--- src/rtl/sq_hit_report_pkg.sv ---
// Shared game constants: counter widths, FSM encoding and register field layout
// for the tile/foot hit report block.
package sq_hit_report_pkg;

    localparam int CNT_W       = 12;
    localparam int FRAME_CNT_W = 6;
    localparam int RES_FLD_W   = 12;

    localparam int PRD_VALID_BIT   = 31;
    localparam int PRD_OVERRUN_BIT = 30;
    localparam int PRD_FRAME_LSB   = 24;
    localparam int PRD_RES_R_LSB   = 12;
    localparam int PRD_RES_L_LSB   = 0;

    typedef enum logic {
        WAIT_FRAME = 1'b0,
        COUNT      = 1'b1
    } state_t;

endpackage

--- src/rtl/sq_hit_report_sat_counter.sv ---
// Saturating up-counter; clr reloads to inc (0 or 1) so the clearing cycle still counts.
// Latency: q updates one clk after inc/clr.
// Backpressure: none, counts every qualifying cycle and sticks at all-ones.
module sat_counter #(
    parameter int W = 12
) (
    input  logic         clk,
    input  logic         res,
    input  logic         clr,
    input  logic         inc,
    output logic [W-1:0] q
);

    always_ff @(posedge clk) begin
        if (res) begin
            q <= '0;
        end else if (clr) begin
            q <= W'(inc);
        end else if (inc && (q != '1)) begin
            q <= q + W'(1);
        end
    end

endmodule

--- src/rtl/sq_hit_report.sv ---
// Counts per-frame overlap of each foot sprite with the white tile, snapshots on animate.
// Latency: snapshot visible one clk after animate; prdata is combinational on the read strobe.
// Backpressure: none; an unread result overwritten by the next snapshot raises overrun.
module sq_hit_report #(
    parameter int CNT_W = sq_hit_report_pkg::CNT_W
) (
    input  logic        clk,
    input  logic        res,
    input  logic        animate,
    input  logic        sq,
    input  logic        foot_l_px,
    input  logic        foot_r_px,
    input  logic        read_en,
    input  logic        right_addr,
    output logic [31:0] prdata,
    output logic        irq
);

    import sq_hit_report_pkg::*;

    state_t                 state_q;
    state_t                 state_d;
    logic                   counting;
    logic                   snap;
    logic                   rd;
    logic                   hit_l;
    logic                   hit_r;
    logic [CNT_W-1:0]       acc_l;
    logic [CNT_W-1:0]       acc_r;
    logic [CNT_W-1:0]       res_l;
    logic [CNT_W-1:0]       res_r;
    logic [FRAME_CNT_W-1:0] frame_cnt;
    logic                   valid;
    logic                   overrun;

    assign rd    = read_en & right_addr;
    assign hit_l = sq & foot_l_px;
    assign hit_r = sq & foot_r_px;

    always_ff @(posedge clk) begin
        if (res) begin
            state_q <= WAIT_FRAME;
        end else begin
            state_q <= state_d;
        end
    end

    // The arming animate only leaves WAIT_FRAME; it never snapshots.
    always_comb begin
        state_d  = state_q;
        counting = 1'b0;
        snap     = 1'b0;
        case (state_q)
            WAIT_FRAME: begin
                if (animate) begin
                    state_d = COUNT;
                end
            end
            COUNT: begin
                counting = 1'b1;
                snap     = animate;
            end
            default: begin
                state_d = WAIT_FRAME;
            end
        endcase
    end

    sat_counter #(.W(CNT_W)) u_cnt_l (
        .clk (clk),
        .res (res),
        .clr (snap),
        .inc (counting & hit_l),
        .q   (acc_l)
    );

    sat_counter #(.W(CNT_W)) u_cnt_r (
        .clk (clk),
        .res (res),
        .clr (snap),
        .inc (counting & hit_r),
        .q   (acc_r)
    );

    // A read coinciding with a snapshot consumes the old result, so no overrun.
    always_ff @(posedge clk) begin
        if (res) begin
            res_l     <= '0;
            res_r     <= '0;
            frame_cnt <= '0;
            valid     <= 1'b0;
            overrun   <= 1'b0;
        end else if (snap) begin
            res_l     <= acc_l;
            res_r     <= acc_r;
            frame_cnt <= frame_cnt + FRAME_CNT_W'(1);
            valid     <= 1'b1;
            overrun   <= valid & ~rd;
        end else if (rd) begin
            valid     <= 1'b0;
            overrun   <= 1'b0;
        end
    end

    always_comb begin
        prdata = '0;
        if (rd) begin
            prdata[PRD_VALID_BIT]                   = valid;
            prdata[PRD_OVERRUN_BIT]                 = overrun;
            prdata[PRD_FRAME_LSB +: FRAME_CNT_W]    = frame_cnt;
            prdata[PRD_RES_R_LSB +: RES_FLD_W]      = RES_FLD_W'(res_r);
            prdata[PRD_RES_L_LSB +: RES_FLD_W]      = RES_FLD_W'(res_l);
        end
    end

    assign irq = valid;

endmodule

--- config.mk ---
export PLATFORM = sky130hd
export DESIGN_NAME = sq_hit_report
export DESIGN_NICKNAME = d
export VERILOG_FILES = /design/src/rtl/sq_hit_report_pkg.sv /design/src/rtl/sq_hit_report_sat_counter.sv /design/src/rtl/sq_hit_report.sv
export SDC_FILE = /design/constraint.sdc
export NUM_CORES = 1
export LEC_CHECK = 0
export CAP_MARGIN = 10
export CORE_ASPECT_RATIO = 2
export CORE_UTILIZATION = 48
export CTS_BUF_LIST = sky130_fd_sc_hd__clkbuf_8 sky130_fd_sc_hd__clkbuf_16
export DETAILED_ROUTE_END_ITERATION = 12
export PLACE_DENSITY_LB_ADDON = 0.1
export SYNTH_ARGS = -nofsm -noshare
export SYNTH_HDL_FRONTEND = slang
export SYNTH_SLANG_ARGS = --single-unit
--- constraint.sdc ---
create_clock -name clk -period 1.68 [get_ports clk]
set_input_delay 0.336 -clock clk [delete_from_list [all_inputs] [get_ports clk]]
set_output_delay 0.336 -clock clk [all_outputs]
set_load 0.02 [all_outputs]
# Word level (Yosys, flattened, before mapping)
# Index checks and enable logic that the tools add are counted.
[word_totals]
inputBits = 8
output_inout_bits = 33
reg_bits = 57
[op_classes]
addsub = 3
n_bitwise = 7
muxes = 12
n_reduce_logical = 6
n_eq_ne = 2
[ops]
columns = ["op", "count"]
rows = [
  ["32-bit two-way mux", 1],
  ["12-bit by 1-bit adder with 12-bit output, second input constant", 2],
  ["12-bit != test, second input constant", 2],
  ["1-bit two-way mux", 11],
  ["6-bit by 1-bit adder with 6-bit output, second input constant", 1],
  ["1-bit AND", 6],
  ["2-bit nonzero test", 3],
  ["1-bit logical AND", 2],
  ["2-bit OR reduction", 1],
  ["1-bit inverter", 1],
]

# Depth between registers and ports, before layout
[logic_depth]
ltp_word = 5
depth_mapped = 6
ltp_nobuf = 5

# By module
# Synthesis repeated with hierarchy kept, for this count alone.
[unflattened]
cells_unflattened = 347
hier_area_um2 = 2732.6
[by_module_without_submodules]
columns = ["module", "cells_each", "seq_area_each_um2", "area_per_inst_um2", "instances"]
rows = [
  ["sq_hit_report", 187, 660.6, 1433.9, 1],
  ["sat_counter", 80, 240.2, 649.4, 2],
]

# Worst setup path after synthesis
# OpenSTA, ideal clock, no wires.
[synth_timing]
path_type = "register to register"
start = "reg u_cnt_r.q[0]"
end = "reg u_cnt_r.q[9]"
path_slack_ns = 0.027
t_arrival_ns = 1.537
stages_incl_launch_ff = 6
setup_time_ns = 0.116
cell_sequence = "dfxtp_1 -> ha_1 -> and3_1 -> a2111oi_2 -> a31oi_1 -> a41o_1"
[synth_between]
elab_chain_len = 2
word_cells_on_any_way = 3
[synth_lines]
columns = ["element", "line_no", "source"]
rows = [
  ["from (decl)", "sq_hit_report_sat_counter.sv:11", "output logic [W-1:0] q"],
  ["from (signal assigned)", "sq_hit_report_sat_counter.sv:18", "q <= W'(inc);"],
  ["from (signal assigned)", "sq_hit_report_sat_counter.sv:20", "q <= q + W'(1);"],
  ["parallel branches: the longest is 2 deep, another holds 12-bit by 1-bit adder with 12-bit output", "--", ""],
]
# Several ways; the timed one is not identified.
# A chain may end at the register's enable or synchronous reset.

# Worst setup path after layout
[layout_timing]
start = "reg u_cnt_l.q[1]"
end = "reg u_cnt_l.q[3]"
[layout_between]
elab_chain_len = 2
word_cells_on_any_way = 3
[layout_lines]
columns = ["element", "line_no"]
rows = [
  ["from (decl)", "sq_hit_report_sat_counter.sv:11"],
  ["from (signal assigned)", "sq_hit_report_sat_counter.sv:18"],
  ["from (signal assigned)", "sq_hit_report_sat_counter.sv:20"],
  ["parallel branches: the longest is 2 deep, another holds 12-bit by 1-bit adder with 12-bit output", "--"],
]
# Several ways; the timed one is not identified.

==> metrics.txt <==
# rows 37; Reg clk slew, reported paths 0.06 ns; pin count of the biggest net entering global routing 30; R2R cell count 8; Inserted Diodes 0; worst r2r src u_cnt_l.q[1]; CP Max Fanout 4; status complete, no violations; Syn Area/Cell 8.024 um2; Worst-Skew Late Latency 0.33 ns; post-layout util 71.27%; drt wl/cell 15.86 um; Mapped Cells 329; gpl congestion 0.9363; Initial Util 50.47%; Die Wd 54.44 um; sw frac 24.10%; crit end category flip-flop; worst-margin pin slew 0.3601 ns; Seq cells post-synth 57; CTS Buf Count 9; DP Wirelength 5231 um; Min-Delay Path Class in2reg; VDD IR-drop max 818.7 uV; Worst setup SP type flip-flop; Hold WS 0.4224 ns; Slew HR 75.99%; CP Class reg2reg; fraction of power consumed by sequential logic 50.7%; Hold-fix buffers, CTS 0; synth warn 0; Post-DRT Antenna Nets 0; Crit. Startpoint u_cnt_l.q[1]; Gate power share 7.7%; Hold Vio Cnt, Final 0; Iter 0 DRT Violations 120; Vias 2721; Clock Sink Count 57; Critical Path Sink u_cnt_l.q[3]; vias in the first global route 2711; worst reg2reg endpoint u_cnt_l.q[3]; antenna violations before repair 0; reg2reg setup slack 0.05 ns; DR DRC count 0; Int Pwr 2050 uW; CTS H-tree depth 3; Final nets 421; share of layout cells above drive strength 1 27.71%; CP arrival 1.91 ns; Syn Nets 340; post-route minimum period 1.633 ns; clk_skew 0.007070 ns; endpoints failing setup 0; Leak Pwr 0.001536 uW; GRT Util Overall 29.64%; PD cells 724.2 mW/mm2; synth unique cells 36; CORE AREA 0.005231 mm2; Mapped Area 0.002640 mm2; Port Buffers 40; fmax 612.3 MHz; Ports 41; Slew Limit Fails 0; Max Cap Viol 0; area occupied by multi-input gates 0.001433 mm2; mean number of vias per cell 5.753; global route overflow 0; sequential cell area fraction in the yosys report 43.22%; worst path required time 1.95 ns; clk root buf clkbuf_8; clock tree buffer depth 2; Clk pwr share 41.5%; Net Sw Power 650.7 uW; global-route wire length before repair 12230 um; routed wire length 7500 um; Layout fillers 427; die footprint 0.005819 mm2; Reg area 0.001146 mm2; Syn-to-layout area delta 41.23%; Die Y 106.9 um; total iterations of the first detailed-routing run 4; Period Utilization, post-route 97.22%; TritonCTS clock tree done
[cell usage after synthesis]
cell type | count | share of area (%)
a41o_1 | 2 | 0.76
and2_1 | 1 | 0.24
a2111oi_2 | 1 | 0.57
a31oi_1 | 6 | 1.4
dfxtp_1 | 57 | 43
o21ai_0 | 9 | 1.7
a21oi_1 | 41 | 7.8
clkbuf_1 | 18 | 2.6
ha_1 | 3 | 1.4
a211oi_1 | 1 | 0.28
o211ai_1 | 2 | 0.57
o2111ai_1 | 1 | 0.33
o31ai_4 | 1 | 0.81
inv_1 | 3 | 0.43
xor2_1 | 5 | 1.7
a21o_1 | 1 | 0.28
nor2_1 | 16 | 2.3
nor3_1 | 2 | 0.38
nand3_1 | 12 | 2.3
nor4_1 | 1 | 0.24
buf_6 | 3 | 1.3
or3_1 | 7 | 1.7
a221oi_1 | 1 | 0.33
nand2_1 | 65 | 9.2
and4_1 | 3 | 1.0
o31ai_1 | 4 | 1.1
and4b_2 | 1 | 0.43
mux2i_1 | 1 | 0.38
nor3b_1 | 1 | 0.28
and3_2 | 3 | 0.85
or4_1 | 6 | 1.7
or2b_2 | 1 | 0.33
nand4_1 | 8 | 1.9
a311o_1 | 1 | 0.38
and3_1 | 39 | 9.2
xnor2_1 | 2 | 0.66
[critical path, cell delays in order, from the launching register on]
cell and delay (ns):
dfxtp_2 0.33, ha_4 0.15, nand4_1 0.13, o31ai_4 0.10, buf_6 0.13, buf_4 0.12, buf_4 0.13, or3_1 0.35
a21oi_2 0.11
[timing repair]
item                                    4_1_cts  5_1_grt
cloned                                        2        0
setup buffers                                 1        4
gates resized for setup                     104       18
pin swaps                                     2        9
endpoints found under the setup margin       35       27
[sequential cells by signal, summed over array words and instances (netlist names)]
register,cells
state_q,1
overrun,1
u_cnt_r.q,12
irq,1
u_cnt_l.q,12
res_l,12
frame_cnt,6
res_r,12
[placed cells by master, fill, tap and decap left out, types with 6 or more instances in the layout]
cell type,instances
a31oi_1,6
or3_1,7
nor2_1,16
dfxtp_1,53
o21ai_0,9
nand2_1,65
nand4_1,8
a21oi_1,40
nand3_1,11
clkbuf_8,11
or4_1,6
and3_1,38
buf_4,45
clkdlybuf4s15_2,30
[worst min path at each step]
stage,startpoint,to,cells after the start
6_report,foot_l_px,u_cnt_l.q[0],3
5_1_grt,foot_l_px,u_cnt_l.q[0],3
4_1_cts,res_r[1],res_r[1],2
3_5_place_dp,res_r[1],res_r[1],2
3_3_place_gp,res_r[2],res_r[2],2
2_1_floorplan,res_r[11],res_r[11],2
[per-layer routing]
| layer | track usage (%) | routed length, um | up-vias |
|---|---|---|---|
| met5 | 0 | 0 | - |
| met4 | 19.78 | 357 | 0 |
| met3 | 7.092 | 238 | 27 |
| met2 | 52.26 | 4272 | 80 |
| met1 | 27.85 | 2633 | 1274 |
| li1 | - | - | 1340 |
[area by class of cell]
cell class | instances | share of cell area [%]
inverters | 3 | 0.3020
clock inverters | 5 | 0.6040
clock buffers | 11 | 4.060
flip-flops and latches | 57 | 30.74
repair buffers | 91 | 23.93
multi-input cells | 248 | 38.42
well taps | 58 | 1.946
[per-stage QoR]
step                 TNS [ns]  worst slack, ns  power (uW)  instances  area (um2)
floorplan                   0          0.02665        1487        329        2640
global placement       -20.69          -0.4569        1575        450        3367
detailed placement     -21.64          -0.4786        1577        450        3367
CTS                         0         0.006237        2711        469        3643
global route        -0.006806        -0.005665        2804        473        3729
finish                      0          0.04674        2700        473        3729
[power groups by stage]
stage          Sequential, uW  Combinational [uW]  Clock [uW]
6_report                 1370                 208        1120
3_3_place_gp             1400                 176           0
3_5_place_dp             1400                 178           0
4_1_cts                  1370                 201        1140
5_1_grt                  1370                 225        1210
2_1_floorplan            1400                86.9           0
[logic make-up after synthesis]
| family | count (synthesis) | synth area share (%) |
|---|---|---|
| and+or+nand+nor | 166 | 32.04 |
| AOI/OAI and AO/OA | 71 | 16.35 |
| buffers and inverters | 24 | 4.265 |
| muxes | 1 | 0.3792 |
| xor gates and xnor gates | 7 | 2.322 |
| DFF | 57 | 43.22 |
| adders and majority gates | 3 | 1.422 |
Power figures use the tool's default switching activity.
